## config.mk

```make
export PLATFORM = sky130hd
export DESIGN_NAME = pwm_speed_decoder
export DESIGN_NICKNAME = d
export VERILOG_FILES = /design/src/rtl/chs_pkg.sv /design/src/rtl/pwm_edge_sampler.sv /design/src/rtl/pwm_speed_decoder.sv
export SDC_FILE = /design/constraint.sdc
export NUM_CORES = 1
export LEC_CHECK = 0
export CAP_MARGIN = 30
export CORE_UTILIZATION = 40
export DETAILED_ROUTE_END_ITERATION = 10
export PLACE_DENSITY = 0.69
export SLEW_MARGIN = 40
export SYNTH_ARGS = -nofsm -noshare
export SYNTH_HDL_FRONTEND = slang
export SYNTH_HIERARCHICAL = 1
export SYNTH_SLANG_ARGS = --single-unit
```

## constraint.sdc

```tcl
create_clock -name i_clk -period 3.42 [get_ports i_clk]
set_input_delay 0.684 -clock i_clk [delete_from_list [all_inputs] [get_ports i_clk]]
set_output_delay 0.684 -clock i_clk [all_outputs]
set_load 0.005 [all_outputs]
```

## src/rtl/chs_pkg.sv

```systemverilog
// Shared cool/heat system definitions: fan PWM frame geometry and decoder state type.
package chs_pkg;

  localparam int unsigned PWM_WIDTH  = 8;
  localparam int unsigned PWM_PERIOD = 2 ** PWM_WIDTH;

  typedef enum logic [0:0] {
    WAIT_RISE,
    MEASURE
  } pwm_dec_state_t;

endpackage

```

## src/rtl/pwm_edge_sampler.sv

```systemverilog
// Registers the PWM line twice and flags a rising edge between the two samples.
module pwm_edge_sampler (
  input  logic i_clk,
  input  logic i_arst,
  input  logic i_pwm_data,
  output logic o_s,
  output logic o_s_prev,
  output logic o_rise
);

  logic r_s;
  logic r_s_prev;

  // Reset high so a line already high at reset release is not seen as a rise.
  always_ff @(posedge i_clk) begin
    if (i_arst) begin
      r_s      <= 1'b1;
      r_s_prev <= 1'b1;
    end else begin
      r_s      <= i_pwm_data;
      r_s_prev <= r_s;
    end
  end

  assign o_s      = r_s;
  assign o_s_prev = r_s_prev;
  assign o_rise   = r_s & ~r_s_prev;

endmodule

```

## src/rtl/pwm_speed_decoder.sv

```systemverilog
// Recovers the fan duty word from the PWM line once per frame and flags malformed
// or stuck-high streams.
module pwm_speed_decoder
  import chs_pkg::*;
#(
  parameter int unsigned WIDTH  = PWM_WIDTH,
  parameter int unsigned PERIOD = PWM_PERIOD
) (
  input  logic             i_clk,
  input  logic             i_arst,
  input  logic             i_pwm_data,
  output logic [WIDTH-1:0] o_speed_out,
  output logic             o_speed_valid,
  output logic             o_fault,
  output logic             o_locked
);

  localparam logic [WIDTH:0] C_PERIOD  = (WIDTH + 1)'(PERIOD);
  localparam logic [WIDTH:0] C_PER_SAT = (WIDTH + 1)'(PERIOD + 1);
  localparam logic [WIDTH:0] C_ONE     = (WIDTH + 1)'(1);

  logic w_s;
  logic w_s_prev;
  logic w_rise;

  pwm_edge_sampler u_sampler (
    .i_clk      (i_clk),
    .i_arst     (i_arst),
    .i_pwm_data (i_pwm_data),
    .o_s        (w_s),
    .o_s_prev   (w_s_prev),
    .o_rise     (w_rise)
  );

  pwm_dec_state_t   r_state, w_state_next;
  logic [WIDTH:0]   r_per_cnt, w_per_next;
  logic [WIDTH:0]   r_hi_cnt, w_hi_next;
  logic [WIDTH:0]   r_run_cnt, w_run_next;
  logic [WIDTH-1:0] r_speed, w_speed_next;
  logic             r_valid, w_valid_next;
  logic             r_fault, w_fault_next;
  logic             r_locked, w_locked_next;
  logic             w_run_hit;

  // Counters. A run threshold needs an unchanged sample, so it can never meet a rise.
  always_comb begin
    w_run_hit = (r_run_cnt == C_PERIOD) && (w_s == w_s_prev);
    if (w_rise) begin
      w_per_next = C_ONE;
      w_hi_next  = C_ONE;
    end else begin
      w_per_next = (r_per_cnt == C_PER_SAT) ? r_per_cnt : r_per_cnt + C_ONE;
      w_hi_next  = r_hi_cnt + {{WIDTH{1'b0}}, w_s};
    end
    if ((w_s != w_s_prev) || w_run_hit) begin
      w_run_next = C_ONE;
    end else begin
      w_run_next = r_run_cnt + C_ONE;
    end
  end

  always_comb begin
    w_state_next  = r_state;
    w_speed_next  = r_speed;
    w_valid_next  = 1'b0;
    w_fault_next  = 1'b0;
    w_locked_next = r_locked;
    if (w_run_hit && !w_s) begin
      w_speed_next  = '0;
      w_valid_next  = 1'b1;
      w_locked_next = 1'b1;
      w_state_next  = WAIT_RISE;
    end else if (w_run_hit && w_s) begin
      w_fault_next  = 1'b1;
      w_locked_next = 1'b0;
      w_state_next  = WAIT_RISE;
    end else if (w_rise) begin
      case (r_state)
        WAIT_RISE: w_state_next = MEASURE;
        MEASURE: begin
          if (r_per_cnt == C_PERIOD) begin
            w_speed_next  = r_hi_cnt[WIDTH-1:0];
            w_valid_next  = 1'b1;
            w_locked_next = 1'b1;
          end else begin
            w_fault_next  = 1'b1;
            w_locked_next = 1'b0;
          end
        end
        default: w_state_next = WAIT_RISE;
      endcase
    end
  end

  always_ff @(posedge i_clk) begin
    if (i_arst) begin
      r_state   <= WAIT_RISE;
      r_per_cnt <= '0;
      r_hi_cnt  <= '0;
      r_run_cnt <= '0;
      r_speed   <= '0;
      r_valid   <= 1'b0;
      r_fault   <= 1'b0;
      r_locked  <= 1'b0;
    end else begin
      r_state   <= w_state_next;
      r_per_cnt <= w_per_next;
      r_hi_cnt  <= w_hi_next;
      r_run_cnt <= w_run_next;
      r_speed   <= w_speed_next;
      r_valid   <= w_valid_next;
      r_fault   <= w_fault_next;
      r_locked  <= w_locked_next;
    end
  end

  assign o_speed_out   = r_speed;
  assign o_speed_valid = r_valid;
  assign o_fault       = r_fault;
  assign o_locked      = r_locked;

endmodule

```

Word-level counts from Yosys, hierarchy flattened

Index checks and enable logic that the tools add are counted.

Register bits: 41
Output and inout port bits: 11
Logic and storage cells: 55
Input port bits: 3

Reductions and logical operators: 13
$add $sub $neg: 3
Equal/unequal tests: 6
Multiplexer cells: 17
Bitwise gates (word level): 3

Operators with widths:

| kind                  | count |
|---|---|
| $eq A9 B9 Y1 const B  | 3 |
| $add A9 B1 Y9 const B | 2 |
| $mux W1               | 17 |
| $add A9 B1 Y9         | 1 |
| $reduce_bool A3 Y1    | 2 |
| $reduce_or A2 Y1      | 3 |
| $reduce_and A4 Y1     | 1 |
| $logic_and A1 B1 Y1   | 3 |
| $reduce_or A3 Y1      | 1 |
| $ne A2 B1 Y1 const B  | 1 |
| $not A1 Y1            | 2 |
| $reduce_and A2 Y1     | 1 |
| $and A1 B1 Y1         | 1 |
| $eq A1 B1 Y1          | 1 |
| $logic_not A1 Y1      | 1 |
| $logic_or A1 B1 Y1    | 1 |
| $ne A1 B1 Y1          | 1 |

Depth between registers and ports, before layout

Word-level depth: 6
Mapped depth: 7
Mapped depth without buffers: 6

Cells and area by module

Netlist, hierarchy kept.

By module, submodules not included:

| module            | area each (µm²) | cells an instance | seq. area each (µm²) | times used |
|---|---|---|---|---|
| pwm_speed_decoder | 1701.6          | 191               | 760.7                | 1 |
| pwm_edge_sampler  | 58.8            | 5                 | 40.0                 | 1 |

Worst setup path after synthesis

OpenSTA, ideal clock, no wires.

Path type: register to register
Start point: register r_run_cnt[0]
End point: register r_speed[0], in the netlist o_speed_out[0]
Library setup time: 0.149 ns
Data arrival time: 1.660 ns
Slack: 1.611 ns
Period minus slack after synthesis: 1.809 ns
Required time: 3.271 ns
Cell stages (with the launch flop): 6
Path buffers: 0
Path through: dfxtp_1 inv_1 ha_1 or4bb_1 o41ai_2 a21oi_1

Longest elaborated chain between the ends: 5
Elaborated cells on any way between the ends: 7
Classes of those cells: eq/ne: 1; bitwise: 1; reduce/logical: 5

RTL lines:

| what                        | RTL line                 | text |
|---|---|---|
| start, declared             | pwm_speed_decoder.sv:38  | `logic [WIDTH:0] r_run_cnt, w_run_next;` |
| start signal, assigned      | pwm_speed_decoder.sv:109 | `r_run_cnt <= w_run_next;` |
| $eq A9 B9 Y1 (*)            | pwm_speed_decoder.sv:47  | `w_run_hit = (r_run_cnt == C_PERIOD) && (w_s == w_s_prev);` |
| $logic_and A1 B1 Y1 (*)     | pwm_speed_decoder.sv:47  |  |
| $logic_and A1 B1 Y1         | pwm_speed_decoder.sv:73  | `end else if (w_run_hit && w_s) begin` |
| $not A1 Y1 (no line)        | --                       |  |
| $reduce_and A4 Y1 (no line) | --                       |  |
| end signal, assigned        | pwm_speed_decoder.sv:110 | `r_speed <= w_speed_next;` |
| end, declared               | pwm_speed_decoder.sv:39  | `logic [WIDTH-1:0] r_speed, w_speed_next;` |

Mark *: on every way between the ends. The rest lies on a longest branch, timed or not.
A chain may end at the register's enable or synchronous reset.

Final worst setup path

Start point: register r_run_cnt[0]
End point: register r_speed[6], in the netlist o_speed_out[6]

The elaborated chain is that of the path after synthesis.

==> results.toml <==
[clocking]
clock-sinks = 40
cts_resized = 0
cts_hold_buf = 0
htree_levels = 2
root_buffer = "clkbuf_8"
clock_path_buffers = 2
cts_tree = "done"
clk_latency_ps = 290
clk_pin_slew_ps = 70
numCtsBuffers = 5
post-cts-setup-buffer-count = 0

[die]
io_pins = 14
start_util = 0.4278
core_area_um2 = 4115
fp.dieH_um = 68.34
dieArea_um2 = 4670
floorplan.rows = 23
die_w_um = 68.34

[setup_path]
required_ps = 3550
cp_max_fo = 8
cp-startpoint = "r_run_cnt[0]"
arrival_ps = 2200
crit_path_start_kind = "flip-flop"
r2r-start = "r_run_cnt[0]"
crit_type = "flip-flop to flip-flop"
setup.worst_path.end_class = "flip-flop"

[sta]
hold_viol = 0
setup_tns_ps = 0
maxSlewHeadroom = 0.4871
worst_pin_slew_ps = 761.1
period_needed_ps = 2070
drv_slew = 0
fin_skew_ps = 6.416
period_share = 0.6054
setup_ws_ps = 1350
timing.hold.ws_ps = 482.5
finalSetupViolations = 0
rsz0062_at_grt = "false"
clock.fmax_mhz = 483.0

[yosys]
ys_seq_area_frac = 0.4549
syn_area_um2 = 1760
synth.mux.area_fraction = 0.005686
synth_top_family_by_area = "simple AND/OR/NAND/NOR gates"
synth_xor_area_frac = 0.08955
synth_fa_ha_area_frac = 0.04975
syn_area_per_cell_um2 = 8.982
synth-simple-area-share = 0.2679
syn_inst = 196
synth_compound_area_frac = 0.1045
ys_ff_latch = 40
synth_cell_type_count = 39
yosysWarnings = 6
synth_nets = 206

[route]
num_vias = 1364
drt-wirelength-per-cell_um = 11.90
drc_errors = 0
viasPerCell = 5.226
ant_nets = 0
wl_um = 3106
drtPass1Iterations = 4
drtIter0Drc = 64

[min_path]
hold_path.startpoint = "o_speed_out[5]"
hold_path.class = "flip-flop to flip-flop"

[power]
swShare = 0.2161
p_per_area_nw_per_um2 = 426.5
leakagePower_nw = 0.7546
power_frac_clock = 0.382
p_seq_frac = 0.566
internal_power_mw = 0.6764
p_comb_frac = 0.052
switchingPower_mw = 0.1865
ir_drop_mv = 0.2067

[cells_and_area]
utilization = 0.4916
antenna_cells = 0
syn_to_final_growth_pct = 14.93
seqCellArea_um2 = 800.8
final_cell_mix = "dfxtp_1 (40), nor2_1 (23), nand3_1 (20), a21oi_1 (14), clkdlybuf4s50_1 (13)"
fin_nets = 221
drive_gt1_frac = 0.06161
final_common_cell = "dfxtp_1"
multiInputGateArea_um2 = 910.9
fillers = 405
final_area_um2 = 2023

[place]
gp_congestion = 0.7461
placed_area_um2 = 1927
io_buffers = 13
place_hpwl_um = 2193
pre_cts_slack_ps = 1348

[run]
drv_cap = 0

[global_routing]
grtUsageTotal = 0.1510
grt_max_degree = 16
grt_pass1_wl_um = 5161
first_global_vias = 1150
grt.overflow.total = 0
antenna_found_initial = 0

[outcome]
status = "finished clean"
-- through the flow --
| stage | total power, mW | instances |
|---|---|---|
| floorplan | 0.5320 | 196 |
| global placement | 0.5439 | 254 |
| detailed placement | 0.5442 | 254 |
| CTS | 0.8743 | 261 |
| global route | 0.9017 | 261 |
| finish | 0.8629 | 261 |
-- final timing paths --
kind	endpoint	slack, ps	depth (start not counted)
worst max-delay path	o_speed_out[6]	1350	5
worst min-delay path	o_speed_out[5]	480	2
worst max register to register	o_speed_out[6]	1350	5
worst min register to register	o_speed_out[5]	480	2
-- layer usage --
| layer | vias up | wire length, µm | track usage |
|---|---|---|---|
| met4 | 0 | 49 | 0.07031 |
| met2 | 24 | 1281 | 0.2157 |
| met5 | - | 0 | 0 |
| met3 | 5 | 154 | 0.04167 |
| met1 | 626 | 1620 | 0.2070 |
| li1 | 709 | - | - |
-- layout make-up --
cell class | instances | share of cell area
well taps | 50 | 0.03092
inverters | 6 | 0.01113
repair buffers | 13 | 0.06432
multi-input cells | 145 | 0.4502
flip-flops and latches | 40 | 0.3958
clock buffers | 7 | 0.04762
-- synth_stat cells, drive strengths merged --
cell / number / area share
o2111a: 1 / 0.0064
and2: 1 / 0.0036
o21bai: 2 / 0.0085
o21ai: 11 / 0.031
nand3b: 1 / 0.0043
or4bb: 1 / 0.0064
a31o: 1 / 0.0050
xor2: 11 / 0.055
nand4: 1 / 0.0036
mux2i: 1 / 0.0057
nand2b: 2 / 0.0071
nor3: 6 / 0.020
nor4bb: 2 / 0.011
nand2: 10 / 0.021
a21oi: 14 / 0.040
and4: 1 / 0.0050
xnor2: 7 / 0.035
nand4bb: 1 / 0.0064
clkbuf: 3 / 0.0064
nor2: 23 / 0.049
dfxtp: 40 / 0.45
buf: 2 / 0.0085
nor4: 1 / 0.0036
o41ai: 1 / 0.0092
nor2b: 2 / 0.0071
o21a: 1 / 0.0043
inv: 6 / 0.013
or2: 3 / 0.011
and3: 5 / 0.018
ha: 7 / 0.050
or3: 5 / 0.018
nand3: 21 / 0.063
or4: 2 / 0.011
-- flip-flops by register name (all words and copies together) (netlist names) --
register / flops
o_fault: 1
o_locked: 1
o_speed_out: 8
o_speed_valid: 1
r_hi_cnt: 8
r_per_cnt: 9
r_run_cnt: 9
r_state: 1
u_sampler/o_s: 1
u_sampler/o_s_prev: 1
-- critical path, cell delays in order, from the launching register on --
cell and delay [ps]:
dfxtp_1 340, inv_1 60, ha_1 140, or4bb_1 560, o41ai_2 720, a21oi_1 90
-- power groups by stage --
stage / clock network, mW / registers (mW) / logic (mW)
2_1_floorplan: 0 / 0.496 / 0.0358
4_1_cts: 0.341 / 0.488 / 0.0457
3_3_place_gp: 0 / 0.499 / 0.0454
3_5_place_dp: 0 / 0.499 / 0.0454
6_report: 0.330 / 0.488 / 0.0450
5_1_grt: 0.359 / 0.490 / 0.0528
-- cells by family (layout without fill, tap and decap cells) --
| kind of cell | Yosys count | count (layout) |
|---|---|---|
| multiplexers | 1 | 1 |
| adder cells (fa/ha/maj) | 7 | 7 |
| AND/OR/NAND/NOR | 88 | 88 |
| XOR/XNOR | 18 | 18 |
| buffers and inverters | 11 | 26 |
| AO/OA/AOI/OAI | 31 | 31 |
| flip-flops | 40 | 40 |
Note: power is estimated with default switching activity, not from simulation.
